File: src/rtl/cordic_req_scheduler_pkg.sv
// Shared types and constants for the CORDIC request scheduler.
package cordic_sched_pkg;

    typedef enum logic [2:0] {
        IDLE,
        GRANT,
        ISSUE,
        WAIT,
        RESP
    } state_t;

    localparam logic [31:0] FT_QNAN = 32'h7FC0_0000;

    function automatic int unsigned id_w(input int unsigned n);
        return (n > 1) ? $clog2(n) : 1;
    endfunction

endpackage

File: src/rtl/cordic_req_scheduler_if.sv
// Requester and accelerator signals of the scheduler; slave is the scheduler's view.
interface cordic_req_scheduler_if #(
    parameter int unsigned N_REQ  = 4,
    parameter int unsigned DATA_W = 32
);
    logic [N_REQ-1:0]        req_valid;
    logic [N_REQ*DATA_W-1:0] req_x;
    logic [N_REQ-1:0]        req_ack;
    logic [N_REQ-1:0]        resp_valid;
    logic [DATA_W-1:0]       resp_y;
    logic                    resp_err;
    logic                    acc_start;
    logic [DATA_W-1:0]       acc_x;
    logic                    acc_done;
    logic [DATA_W-1:0]       acc_y;
    logic                    busy;

    modport master (
        output req_valid, req_x, acc_done, acc_y,
        input  req_ack, resp_valid, resp_y, resp_err, acc_start, acc_x, busy
    );

    modport slave (
        input  req_valid, req_x, acc_done, acc_y,
        output req_ack, resp_valid, resp_y, resp_err, acc_start, acc_x, busy
    );
endinterface

File: src/rtl/cordic_req_scheduler_rr_arbiter.sv
// Combinational round-robin pick: first request strictly after ptr, wrapping.
module rr_arbiter
    import cordic_sched_pkg::*;
#(
    parameter  int unsigned N_REQ = 4,
    localparam int unsigned ID_W  = id_w(N_REQ)
) (
    input  logic [N_REQ-1:0] req,
    input  logic [ID_W-1:0]  ptr,
    output logic [N_REQ-1:0] grant,
    output logic [ID_W-1:0]  idx,
    output logic             any
);

    always_comb begin
        int unsigned cand;
        any = 1'b0;
        idx = '0;
        for (int unsigned k = 1; k <= N_REQ; k++) begin
            cand = 32'(ptr) + k;
            if (cand >= N_REQ) cand = cand - N_REQ;
            if (!any && req[ID_W'(cand)]) begin
                any = 1'b1;
                idx = ID_W'(cand);
            end
        end
        grant = N_REQ'(any) << idx;
    end

endmodule

File: src/rtl/cordic_req_scheduler.sv
// Shares one multi-cycle CORDIC accelerator between N_REQ requesters with
// round-robin arbitration and a watchdog on the accelerator's done strobe.
module cordic_req_scheduler
    import cordic_sched_pkg::*;
#(
    parameter int unsigned N_REQ    = 4,
    parameter int unsigned DATA_W   = 32,
    parameter int unsigned WDOG_CYC = 256
) (
    input logic                   clk,
    input logic                   reset_n,
    input logic                   clk_en,
    cordic_req_scheduler_if.slave bus
);

    localparam int unsigned ID_W = id_w(N_REQ);
    localparam int unsigned WD_W = $clog2(WDOG_CYC + 1);

    state_t              state_q, state_d;
    logic [ID_W-1:0]     rr_ptr_q, rr_ptr_d, id_q, id_d;
    logic [N_REQ-1:0]    oh_q, oh_d;
    logic [WD_W-1:0]     wdog_q, wdog_d;
    logic [DATA_W-1:0]   acc_x_q, acc_x_d, res_q, res_d, resp_y_q, resp_y_d;
    logic                err_q, err_d, resp_err_q, resp_err_d;
    logic                acc_start_q, acc_start_d, busy_q, busy_d;
    logic [N_REQ-1:0]    req_ack_q, req_ack_d, resp_valid_q, resp_valid_d;

    logic [N_REQ-1:0]    grant_c;
    logic [ID_W-1:0]     grant_id_c;
    logic                grant_any_c;
    logic [DATA_W-1:0]   x_slice [N_REQ];

    for (genvar g = 0; g < N_REQ; g++) begin : g_slice
        assign x_slice[g] = bus.req_x[g*DATA_W +: DATA_W];
    end

    rr_arbiter #(.N_REQ(N_REQ)) u_arb (
        .req   (bus.req_valid),
        .ptr   (rr_ptr_q),
        .grant (grant_c),
        .idx   (grant_id_c),
        .any   (grant_any_c)
    );

    // Next-state and registered-output values; everything holds unless a state acts.
    always_comb begin
        state_d      = state_q;
        rr_ptr_d     = rr_ptr_q;
        id_d         = id_q;
        oh_d         = oh_q;
        wdog_d       = wdog_q;
        acc_x_d      = acc_x_q;
        res_d        = res_q;
        err_d        = err_q;
        resp_y_d     = resp_y_q;
        req_ack_d    = '0;
        resp_valid_d = '0;
        resp_err_d   = 1'b0;
        acc_start_d  = 1'b0;
        case (state_q)
            IDLE: begin
                if (grant_any_c) begin
                    id_d    = grant_id_c;
                    oh_d    = grant_c;
                    acc_x_d = x_slice[grant_id_c];
                    state_d = GRANT;
                end
            end
            GRANT: begin
                req_ack_d = oh_q;
                state_d   = ISSUE;
            end
            ISSUE: begin
                acc_start_d = 1'b1;
                wdog_d      = WD_W'(WDOG_CYC);
                state_d     = WAIT;
            end
            WAIT: begin
                // A done strobe on the last watchdog cycle still delivers the real result.
                if (bus.acc_done) begin
                    res_d   = bus.acc_y;
                    err_d   = 1'b0;
                    state_d = RESP;
                end else if (wdog_q <= WD_W'(1)) begin
                    res_d   = DATA_W'(FT_QNAN);
                    err_d   = 1'b1;
                    wdog_d  = '0;
                    state_d = RESP;
                end else begin
                    wdog_d = wdog_q - WD_W'(1);
                end
            end
            RESP: begin
                resp_valid_d = oh_q;
                resp_y_d     = res_q;
                resp_err_d   = err_q;
                rr_ptr_d     = id_q;
                state_d      = IDLE;
            end
            default: state_d = IDLE;
        endcase
        busy_d = (state_d != IDLE);
    end

    always_ff @(posedge clk or negedge reset_n) begin
        if (!reset_n) begin
            state_q      <= IDLE;
            rr_ptr_q     <= ID_W'(N_REQ - 1);
            id_q         <= '0;
            oh_q         <= '0;
            wdog_q       <= '0;
            acc_x_q      <= '0;
            res_q        <= '0;
            err_q        <= 1'b0;
            resp_y_q     <= '0;
            resp_err_q   <= 1'b0;
            acc_start_q  <= 1'b0;
            busy_q       <= 1'b0;
            req_ack_q    <= '0;
            resp_valid_q <= '0;
        end else if (clk_en) begin
            state_q      <= state_d;
            rr_ptr_q     <= rr_ptr_d;
            id_q         <= id_d;
            oh_q         <= oh_d;
            wdog_q       <= wdog_d;
            acc_x_q      <= acc_x_d;
            res_q        <= res_d;
            err_q        <= err_d;
            resp_y_q     <= resp_y_d;
            resp_err_q   <= resp_err_d;
            acc_start_q  <= acc_start_d;
            busy_q       <= busy_d;
            req_ack_q    <= req_ack_d;
            resp_valid_q <= resp_valid_d;
        end
    end

    assign bus.req_ack    = req_ack_q;
    assign bus.resp_valid = resp_valid_q;
    assign bus.resp_y     = resp_y_q;
    assign bus.resp_err   = resp_err_q;
    assign bus.acc_start  = acc_start_q;
    assign bus.acc_x      = acc_x_q;
    assign bus.busy       = busy_q;

endmodule

File: src/flat_wrapper.sv
// flat-port wrapper written by rule: the top's interface ports become plain ports
module cordic_req_scheduler_flat import cordic_sched_pkg::*;
#(
    parameter int unsigned N_REQ    = 4,
    parameter int unsigned DATA_W   = 32,
    parameter int unsigned WDOG_CYC = 256
)
  (clk, reset_n, clk_en, bus_req_valid, bus_req_x, bus_acc_done, bus_acc_y, bus_req_ack, bus_resp_valid, bus_resp_y, bus_resp_err, bus_acc_start, bus_acc_x, bus_busy);
  cordic_req_scheduler_if #(.N_REQ(N_REQ), .DATA_W(DATA_W)) bus_i ();
  input logic clk;
  input logic reset_n;
  input logic clk_en;
  input wire logic [$bits(bus_i.req_valid)-1:0] bus_req_valid;
  input wire logic [$bits(bus_i.req_x)-1:0] bus_req_x;
  input wire logic [$bits(bus_i.acc_done)-1:0] bus_acc_done;
  input wire logic [$bits(bus_i.acc_y)-1:0] bus_acc_y;
  output wire logic [$bits(bus_i.req_ack)-1:0] bus_req_ack;
  output wire logic [$bits(bus_i.resp_valid)-1:0] bus_resp_valid;
  output wire logic [$bits(bus_i.resp_y)-1:0] bus_resp_y;
  output wire logic [$bits(bus_i.resp_err)-1:0] bus_resp_err;
  output wire logic [$bits(bus_i.acc_start)-1:0] bus_acc_start;
  output wire logic [$bits(bus_i.acc_x)-1:0] bus_acc_x;
  output wire logic [$bits(bus_i.busy)-1:0] bus_busy;
  assign bus_i.req_valid = bus_req_valid;
  assign bus_i.req_x = bus_req_x;
  assign bus_i.acc_done = bus_acc_done;
  assign bus_i.acc_y = bus_acc_y;
  assign bus_req_ack = bus_i.req_ack;
  assign bus_resp_valid = bus_i.resp_valid;
  assign bus_resp_y = bus_i.resp_y;
  assign bus_resp_err = bus_i.resp_err;
  assign bus_acc_start = bus_i.acc_start;
  assign bus_acc_x = bus_i.acc_x;
  assign bus_busy = bus_i.busy;
  cordic_req_scheduler #(.N_REQ(N_REQ), .DATA_W(DATA_W), .WDOG_CYC(WDOG_CYC)) u_core (.clk(clk), .reset_n(reset_n), .clk_en(clk_en), .bus(bus_i));
endmodule
File: config.mk
export PLATFORM = sky130hd
export DESIGN_NAME = cordic_req_scheduler_flat
export DESIGN_NICKNAME = d
export VERILOG_FILES = /design/src/rtl/cordic_req_scheduler_pkg.sv /design/src/rtl/cordic_req_scheduler_if.sv /design/src/rtl/cordic_req_scheduler_rr_arbiter.sv /design/src/rtl/cordic_req_scheduler.sv /design/src/flat_wrapper.sv
export SDC_FILE = /design/constraint.sdc
export NUM_CORES = 1
export LEC_CHECK = 0
export ABC_AREA = 1
export CAP_MARGIN = 20
export CELL_PAD_IN_SITES_DETAIL_PLACEMENT = 1
export CELL_PAD_IN_SITES_GLOBAL_PLACEMENT = 1
export CORE_UTILIZATION = 34
export CTS_CLUSTER_DIAMETER = 30
export DETAILED_ROUTE_END_ITERATION = 7
export GPL_TIMING_DRIVEN = 1
export PLACE_DENSITY = 0.83
export SETUP_SLACK_MARGIN = 0.15
export SKIP_LAST_GASP = 1
export SLEW_MARGIN = 20
export SYNTH_ARGS = -nofsm -noshare
export SYNTH_HDL_FRONTEND = slang
export SYNTH_SLANG_ARGS = --single-unit
File: constraint.sdc
create_clock -name clk -period 5.77 [get_ports clk]
set_input_delay 0.8655 -clock clk [delete_from_list [all_inputs] [get_ports clk]]
set_output_delay 0.8655 -clock clk [all_outputs]
set_load 0.01 [all_outputs]
### Word-level counts from Yosys, hierarchy flattened

Cells that the tools add are included.

| storage, ports and cells | value |
|---|---|
| register bits | 128 |
| output and inout bits | 75 |
| input bits | 168 |

| cells by class | value |
|---|---|
| add/sub/neg operators | 9 |
| bitwise operators | 1 |
| multiplexer cells | 38 |
| reduce and logical (&&, ||, !) cells | 14 |
| $lt $le $gt $ge | 10 |
| shifts and indexed selects | 1 |
| equality and inequality tests | 5 |

Operators with widths:

| kind | count |
|---|---|
| $mux W32 | 4 |
| $bmux W32 S2 | 1 |
| $mux W9 | 2 |
| $pmux W9 S2 | 1 |
| $mux W2 | 8 |
| $ge A3 B3 Y1 const B | 4 |
| $lt A2 B3 Y1 const B | 4 |
| $mux W1 | 12 |
| $pmux W3 S4 | 1 |
| $le A9 B1 Y1 const B | 1 |
| $mux W3 | 3 |
| $reduce_and A3 Y1 | 3 |
| $sub A9 B1 Y9 const B | 1 |
| $bmux W1 S2 | 4 |
| $mux W4 | 2 |
| $sub A2 B1 Y2 const B | 4 |
| $add A2 B2 Y3 const B | 2 |
| $eq A3 B2 Y1 const B | 2 |
| $add A2 B3 Y4 const B | 1 |
| $ge A4 B3 Y1 const B | 1 |
| $reduce_bool A2 Y1 | 2 |
| $shl A1 B2 Y4 | 1 |
| $add A2 B1 Y3 const B | 1 |
| $eq A3 B1 Y1 const B | 1 |
| 8 further kinds | 12 |

### Depth between registers and ports, before layout

Gate-level depths: netlist (run 1).

| logic depth | value |
|---|---|
| depth in word-level cells | 19 |
| gate-level depth with buffers | 17 |
| gate-level depth less buffers | 14 |

### Hierarchy

From an unflattened synthesis (run 1), not the netlist that was laid out.

| unflattened totals | value |
|---|---|
| cell total of the unflattened synthesis | 766 |
| area, all modules | 6417.4 µm² |

By module, submodules not included:

| module | instances | area an instance (µm²) | cells each |
|---|---|---|---|
| cordic_req_scheduler | 1 | 6057.1 | 701 |
| rr_arbiter | 1 | 360.3 | 65 |

### Worst setup path after synthesis (run 1)

OpenSTA, ideal clock, no wires.

| timing | value |
|---|---|
| kind | input -> register |
| start | in clk_en |
| end | reg u_core.err_q |
| setup slack | 3.547 ns |
| required time | 5.693 ns |
| cell stages on the path | 7 |
| data arrival time | 2.145 ns |
| setup time | 0.077 ns |
| cell sequence | buf_2 clkinv_1 nor2_1 a21boi_1 inv_1 clkbuf_1 a21oi_1 |

| on the way | value |
|---|---|
| word-level cells in the longest chain between the ends | 1 |

Ends and longest elaborated chain:

| item | RTL line | text |
|---|---|---|
| from (decl) | flat_wrapper.sv:12 | `input logic clk_en;` |
| $reduce_and A3 Y1 (no line) | n/a |  |
| to (signal assigned) | cordic_req_scheduler.sv:129 | `err_q <= err_d;` |
| to (decl) | cordic_req_scheduler.sv:24 | `logic err_q, err_d, resp_err_q, resp_err_d;` |

Every way passes these cells.
A chain may end at the register's enable or synchronous reset.

### Final worst setup path (run 1)

| timing | value |
|---|---|
| start | in clk_en |
| end | reg u_core.oh_q[3] |

| on the way | value |
|---|---|
| word-level cells in the longest chain between the ends | 1 |

Ends and longest elaborated chain:

| item | RTL line | text |
|---|---|---|
| $reduce_and A3 Y1 (no line) | n/a |  |
| to (signal assigned) | cordic_req_scheduler.sv:125 | `oh_q <= oh_d;` |
| to (decl) | cordic_req_scheduler.sv:21 | `logic [N_REQ-1:0] oh_q, oh_d;` |

Every way passes these cells.

==> run metrics, run 1 <==
status finished, final reports clean; clk buf depth 2; most used routing layer met2; # diodes 0; CP cell instances clkdlybuf4s50_1 -> clkinv_1 -> nor4_1 -> nand2_2 -> inv_1 -> buf_4 -> nand3_1 -> o22ai_1; clock root buffer clkbuf_16; main flop type after synthesis dfrtp_1; total of max-cap violations 0; Synth area leader dfrtp_1; global-route wire length before repair ~36 mm; Worst path max stage delay about 0.67 ns; Tot Pwr 5.33 mW; ANT nets after route 0; relative slew slack 0.401; grt total ovfl 0; syn avg cell area between 7 and 8 um^2; kind of critical path primary input to register; vias per inst approximately 4.7; fillers 2417; RSZ-0062 raised after global routing false; Post-synth EDFFs 0; pwr dens ~540 nW/um^2; drt initial violations 241; die area ~20000 um^2; flops & latches, synth around 130; # resized after CTS 0; CTS tree built; Worst VDD drop between 0.2 and 0.25 mV; share of the synthesized area in the top cell type 0.467; worst r2r path cells 14; share of cells above drive strength 1 0.0487; Yosys cell types 37; Syn Nets 1104; Seq/Total Area, Yosys 0.475; clock transition at the registers of the reported paths around 0.050 ns; skew final roughly 0.013 ns; Synth warnings 0; Cells on Worst Hold Path 2; H-tree levels 4; Setup crit start kind primary input; Endpoint, Worst Hold u_core.bus.acc_x[14]; # port buffers ~240; met1 Usage GRT 0.274; CTS sink count 128; cell row count a little over 50; CTS Buf Count 17; grt met3 use 0.0677; Crit. End Element register; Worst Path Arrival around 3.9 ns; Worst-Skew Late Latency 0.42 ns; total negative slack 0 ns; residual DRC count 0; leakage between 4 and 5 nW; hold path startpoint u_core.bus.acc_x[14]; die width between 100 and 150 um; Worst R2R Setup Slack around 2.5 ns; Post-Route WL around 22 mm; most common cell in the netlist nand2_1; Syn Inst Count ~930; CP required 6.10 ns; total number of vias a little under 7000; largest net degree at the start of global routing between 80 and 90; Setup-failing EPs final 0; Die Height approximately 140 um; vias in the first global route 6968; Post-CTS Setup Inserts 0; reg2reg start u_core.rr_ptr_q[0]; CTS Hold Bufs 0; delay-heaviest family, CP buffers and inverters; GR met2 Demand/Resource 0.388; GP Congestion ~0.86; Fmax between 0.2 and 0.3 GHz; Slowest-stage cell, CP clkdlybuf4s50_1; core area 19500 um^2; Post-synth top cells nand2_1, inv_1, dfrtp_1; Hold/Removal Path Class register to register; initial antenna violation count 0; synth top area cells dfrtp_1, nand2_1, inv_1; crit path time final 3.60 ns; FFs w/ async S/R, synth 1.00; r2r endpoint u_core.bus.acc_x[29]; DR WL/cell between 15 and 20 um; Starting Density 0.347; I/O pin count 243; CP Depth 8; Worst-Margin Slew about 0.89 ns; area delta synth->final 47.1%; Mapped Area between 6000 and 7000 um^2; crit share post-route 0.624; Layout Nets approximately 1300; Slew Limit Fails 0; gr usage total 0.228; Critical Path Fanout Max 35; Layout Cell Area excl Fill 9930 um^2; final HPWL from detailed placement 15.3 mm; placed inst area 9340 um^2; Final Hold Fails 0; Worst Path Buf+Inv 4; drt pass-1 iters 4
tightest hold or removal path: cells and delay by family, from the launching register on:
| kind | cells | cell delay (ns) |
|---|---|---|
| simple gates | 2 | 0.11 |
| flops | 1 | 0.34 |
per-stage QoR:
stage | instances | util | setup slack (ns) | hold slack [ns]
detailed placement | 1405 | 0.480 | 1.79 | 0.469
finish | 1436 | 0.510 | 2.17 | 0.477
CTS | 1436 | 0.510 | 2.19 | 0.484
floorplan | 934 | - | 3.55 | 0.473
global placement | 1405 | 0.480 | 1.90 | 0.462
global route | 1436 | 0.510 | 1.87 | 0.501
final cells by class:
class / instances / area, um^2 / area share
inverter: 171 / 644 / 0.0649
tap: 265 / 332 / 0.0334
timing repair buffer: 251 / 2490 / 0.251
clock buffer: 20 / 467 / 0.0470
clock inverter: 11 / 130 / 0.0131
sequential: 128 / 3210 / 0.323
multi-input combinational: 590 / 2660 / 0.268
how the worst max path moves through the flow:
stage / startpoint / endpoint / slack [ns]
floorplan: clk_en / u_core.err_q / 3.55
global placement: bus_req_valid[2] / u_core.bus.acc_x[29] / 1.90
detailed placement: clk_en / u_core.oh_q[1] / 1.79
CTS: clk_en / u_core.oh_q[1] / 2.19
global route: clk_en / u_core.oh_q[3] / 1.87
finish: clk_en / u_core.oh_q[3] / 2.17
power breakdown:
part | internal, mW | switching, mW | total (mW)
Combinational | 1.11 | 1.60 | 2.71
Clock | 0.673 | 0.407 | 1.08
Sequential | 1.31 | 0.233 | 1.54
per-layer routing:
| metal | vias up | share of wire |
|---|---|---|
| li1 | 3324 | - |
| met1 | 3225 | 0.43 |
| met2 | 212 | 0.47 |
| met3 | 26 | 0.076 |
| met4 | 0 | 0.020 |
| met5 | - | 0 |
registers in the layout, summed over array words and instances (netlist names), 2 cells and up:
name and cells:
u_core.id_q 2, u_core.bus.req_ack 4, u_core.rr_ptr_q 2, u_core.wdog_q 9, u_core.oh_q 4, u_core.state_q 3
u_core.bus.resp_valid 4, u_core.bus.acc_x 32, u_core.bus.resp_y 32, u_core.res_q 32
kinds of logic (layout without fill, tap and decap cells):
| kind of cell | after synthesis | in the layout | share of synthesized area |
|---|---|---|---|
| AOI/OAI and AO/OA | 105 | 105 | 0.0836 |
| xor gates and xnor gates | 3 | 3 | 0.00389 |
| adders and majority gates | 2 | 2 | 0.00370 |
| buffers and inverters | 216 | 453 | 0.132 |
| DFF | 128 | 128 | 0.475 |
| and+or+nand+nor | 480 | 480 | 0.302 |
placed cells by master (no fill, tap or decap), drive strengths merged, types with 6 or more instances in the layout:
master / netlist / routed
clkinv: 1 / 6
or2: 9 / 9
o21ai: 72 / 72
nor2: 46 / 46
clkbuf: 14 / 20
a21oi: 18 / 18
buf: 31 / 10
dfrtp: 126 / 126
inv: 170 / 173
clkdlybuf4s50: 0 / 241
nand2: 289 / 289
nand3: 126 / 126
Power figures use the tool's default switching activity.
==> inputs of run 2 (changes only) <==
Settings changed: CORE_UTILIZATION 34 to 28, PLACE_DENSITY 0.83 to 0.73.
Clock period 5.77 ns to 2.9 ns, I/O delays scaled along.
==> run 2 against run 1 <==
Compared with the run above:
- the flow now finishes with violations (hold timing)
- first-iteration DRC count increased by 13%
- worst hold slack worse by 0.50 ns
- sequential power grew 97%
- final cell count grew 4.3%
- clock skew decreased by 0.0037 ns
- die area up 21%
- largest cell class unchanged
==> run metrics, run 2 (synthesis gave the netlist of run 1 again) <==
status finished with violations; failing checks hold timing; residual DRC count 0; Seq pwr share 0.282; clock transition at the registers of the reported paths approximately 0.060 ns; # resized after CTS 0; Final Hold Fails 15; total of max-cap violations 0; # port buffers between 200 and 250; crit share post-route 0.790; hold_ws -0.0234 ns; pwr dens around 1100 nW/um^2; final HPWL from detailed placement 16.2 mm; Setup-failing EPs final 0; Die Height 157 um; initial antenna violation count 0; Worst Path Arrival 2.62 ns; die area 24700 um^2; drt initial violations 273; total net switching power roughly 4.5 mW; Internal Power 6.22 mW; post-route setup slack between 0.6 and 0.7 ns; fillers about 2900; largest net degree at the start of global routing 73; Worst VDD drop 0.525 mV; Tot Pwr around 11 mW; vias in the first global route approximately 7000; grt total ovfl 0; Worst-Skew Late Latency 0.41 ns; skew final approximately 0.0096 ns; drt pass-1 iters 4; Post-Route WL roughly 22 mm; core area approximately 24000 um^2; relative slew slack 0.621; Crit. End Element register; ANT nets after route 0; kind of critical path register to register; clk buf depth 2; post-place setup slack about 0.36 ns; CTS sink count around 130; Setup crit start kind register; commonest non-fill, non-tap cell in the layout nand2_1; DR WL/cell between 10 and 15 um; # diodes 0; total negative slack 0 ns; CTS tree built; global-route wire length before repair 36.6 mm; vias per inst between 4 and 5; die width between 150 and 200 um; reg2reg start u_core.rr_ptr_q[0]; Hold/Removal Path Class primary input to asynchronous set/reset pin; I/O pin count between 200 and 250; GP Congestion around 0.84; area delta synth->final 49.7%; Fmax around 0.44 GHz; RSZ-0062 raised after global routing false; Clock power frac 0.204; H-tree levels 4; cell row count 56; Comb pwr share 0.514; Critical Path Fanout Max 30; crit path time final 2.29 ns; CTS Buf Count 17; gr usage total 0.190; switching share of power 0.421; CTS Hold Bufs 0; leakage ~5 nW; Layout Nets between 1000 and 1500; placed inst area 9520 um^2; Starting Density 0.287; most frequent cells in the layout nand2_1, clkdlybuf4s50_1, inv_1; share of cells above drive strength 1 0.0543; clock root buffer clkbuf_16; Worst-Margin Slew 0.569 ns; Critical Path Source u_core.rr_ptr_q[0]; Slew Limit Fails 0; CP required between 3 and 4 ns; Layout Cell Area excl Fill about 10000 um^2; Post-CTS Setup Inserts 0; total number of vias between 6000 and 7000
## run 2: through the flow
| stage | hold WS, ns | instances | util |
|---|---|---|---|
| 3_5_place_dp | 0.458 | 1466 | 0.404 |
| 4_1_cts | 0.00782 | 1498 | 0.430 |
| 2_1_floorplan | 0.139 | 934 | - |
| 3_3_place_gp | 0.450 | 1466 | 0.404 |
| 6_report | -0.0234 | 1498 | 0.430 |
| 5_1_grt | 0.0201 | 1498 | 0.430 |
## run 2: worst paths after layout
| check | endpoint | slack (ns) | cells past startpoint |
|---|---|---|---|
| worst max-delay path | u_core.oh_q[3] | 0.61 | 10 |
| worst min-delay path | u_core.bus.resp_y[9] | -0.02 | 1 |
| worst max register to register | u_core.oh_q[3] | 0.61 | 10 |
| worst min register to register | u_core.bus.acc_x[30] | 0.48 | 2 |
| max in group asynchronous | u_core.res_q[12] | 2.10 | 2 |
| min in group clk | u_core.bus.acc_x[30] | 0.48 | 2 |
## run 2: critical path: stages (launching register included)
cell      delay [ns]
dfstp_2         0.64
inv_4           0.09
nand2_1         0.09
nand2_1         0.07
o21ai_1         0.24
nand3b_1        0.24
nand2_2         0.10
inv_1           0.09
buf_4           0.33
nand3_1         0.18
o22ai_1         0.14
## run 2: per-layer routing
layer | part of all wire | up-vias | GRT usage
met3 | 0.083 | 19 | 0.0608
met2 | 0.46 | 202 | 0.316
li1 | - | 3333 | -
met1 | 0.44 | 3121 | 0.235
met5 | 0 | - | 0
met4 | 0.012 | 0 | 0.0550
## run 2: area by class of cell
class                      count  area, um^2  area share
clock buffer                  17         425      0.0421
clock inverter                15         173      0.0171
inverter                     171         644      0.0637
multi-input combinational    590        2660       0.263
sequential                   128        3210       0.317
tap                          319         399      0.0395
timing repair buffer         258        2610       0.258
## run 2: power by group through the flow
stage / sequential, mW / combinational [mW] / clock [mW]
after floorplan: 3.18 / 3.25 / 0
after CTS: 3.05 / 5.66 / 2.25
final: 3.03 / 5.52 / 2.19
after detailed placement: 3.06 / 5.62 / 0
after global placement: 3.03 / 5.50 / 0
after global routing: 3.12 / 6.27 / 2.31
==> inputs of run 3 (changes only) <==
Settings changed: CORE_UTILIZATION 28 to 32, PLACE_DENSITY 0.73 to 0.79.
Clock period 2.9 ns to 2.2 ns, I/O delays scaled along.
==> run 3 against run 2 <==
Compared with the run above:
- register-to-register slack got worse by 0.79 ns
- fmax fell by 3.6%
- non-clock buffer count rose by 72
- clock-buffer cell count rose by 1
- utilization rose by 14 points
- combinational power rose by 110%
- routed wire length rose by 23%
- clock power rose by 40%
- critical path depth rose by 4
- final cell count rose by 1.6%
- the run ends with setup timing left
==> run metrics, run 3 (synthesis gave the netlist of run 1 again) <==
Layout Cell Area excl Fill 11700 um^2; Comb pwr share 0.623; die width 147 um; Fmax 0.421 GHz; H-tree levels 4; Tot Pwr around 19 mW; failing checks setup timing; Starting Density 0.330; Final Hold Fails 0; met1 wire length between 10 and 15 mm; RSZ-0062 raised after global routing true; Clock power frac 0.163; commonest non-fill, non-tap cell in the layout nand2_1; total of max-cap violations 0; most frequent cells in the layout nand2_1, clkdlybuf4s50_1, inv_1; met3 WL post-DR about 1.7 mm; Worst Path Arrival approximately 2.7 ns; vias in the first global route about 7600; pwr dens roughly 1600 nW/um^2; Worst VDD drop between 0.6 and 0.7 mV; clock root buffer clkbuf_16; Crit. End Element register; Critical Path Fanout Max 9; switching share of power 0.416; CTS sink count between 100 and 150; Worst-Margin Slew 0.661 ns; clk buf depth 2; # port buffers between 200 and 250; Die Height 147 um; crit path time final ~2.4 ns; relative slew slack 0.559; # diodes 0; Setup-failing EPs final 33; Worst-Skew Late Latency approximately 0.42 ns; total net switching power 7.80 mW; Layout Nets 1409; Hold/Removal Path Class primary input to asynchronous set/reset pin; ANT nets after route 0; die area 21700 um^2; CTS tree built; share of cells above drive strength 1 0.184; reg2reg start u_core.rr_ptr_q[0]; grt total ovfl 0; fin cells around 1500; I/O pin count between 200 and 250; vias per inst a little under 5; DR WL/cell 18.0 um; Seq pwr share 0.213; GP Congestion ~0.86; Cells after DPL about 1400; CP required ~2.6 ns; CTS Buf Count 17; Internal Power around 11 mW; global-route wire length before repair 39.7 mm; crit share post-route 1.08; status finished with violations; post-route setup slack -0.176 ns; clock transition at the registers of the reported paths roughly 0.06 ns; area delta synth->final 72.7%; met2 WL around 14 mm; leakage just under 6 nW; core area between 20000 and 25000 um^2; placed inst area 9720 um^2; top sig layer met4; kind of critical path register to register; Setup crit start kind register; hold_ws roughly 0.43 ns; total number of vias roughly 7400; residual DRC count 0; Slew Limit Fails 0; drt initial violations about 290; gr usage total 0.235; largest net degree at the start of global routing between 70 and 80; initial antenna violation count 0; post-layout util 0.569; drt pass-1 iters 4; skew final 0.0152 ns; Critical Path Source u_core.rr_ptr_q[0]; cell row count 52; final HPWL from detailed placement around 16 mm; Post-Route WL about 27 mm
run 3: layer usage:
layer / GRT usage / vias up
met4: 0.0758 / 0
li1: - / 3497
met1: 0.281 / 3558
met2: 0.407 / 265
met5: 0 / -
met3: 0.0627 / 54
run 3: metrics by stage:
step           TNS [ns]  worst slack [ns]
2_1_floorplan         0             0.257
3_3_place_gp     -15.16            -0.530
3_5_place_dp     -13.52            -0.498
4_1_cts         -0.0547           -0.0174
5_1_grt           -7.30            -0.306
6_report          -3.51            -0.176
run 3: power by group through the flow:
stage / logic (mW) / registers (mW) / clock network (mW)
after detailed placement: 8.00 / 4.02 / 0
after global routing: 12.6 / 4.12 / 3.20
after floorplan: 4.28 / 4.19 / 0
final: 11.7 / 3.99 / 3.06
after CTS: 9.88 / 3.98 / 3.10
after global placement: 7.78 / 3.96 / 0
run 3: worst paths after layout:
path | to | slack [ns] | cells past startpoint
min in group clk | u_core.bus.acc_x[20] | 0.48 | 2
max in group asynchronous | u_core.bus.acc_x[1] | 1.08 | 3
worst max-delay path | u_core.bus.acc_x[13] | -0.18 | 14
worst min register to register | u_core.bus.acc_x[20] | 0.48 | 2
worst max register to register | u_core.bus.acc_x[13] | -0.18 | 14
worst min-delay path | u_core.bus.resp_y[7] | 0.43 | 2
run 3: final cells by class:
class,instances,area [um^2]
Fill cell,2469,8830
Timing Repair Buffer,330,3600
Multi-Input combinational cell,591,3230
Sequential cell,128,3210
Inverter,171,653
Clock buffer,18,429
Tap cell,270,338
Clock inverter,14,203
run 3: repair_timing:
item | CTS | global route
hold buffers | 1 | 0
endpoints found under the setup margin | 38 | 76
pin swaps | 15 | 40
setup buffers | 16 | 12
resized for setup | 83 | 87
hold endpoints to repair | 45 | 0
cloned | 5 | 9
run 3: worst max-delay path: stages (launching register included):
cell,delay [ns]
dfstp_2,0.60
buf_12,0.17
nand2_4,0.06
nand2_4,0.09
buf_4,0.11
buf_4,0.10
nand4_1,0.19
nand2_4,0.18
inv_1,0.08
o21ai_4,0.12
nand2_2,0.12
buf_6,0.16
nor2_1,0.15
nand2_1,0.10
nand3_2,0.08
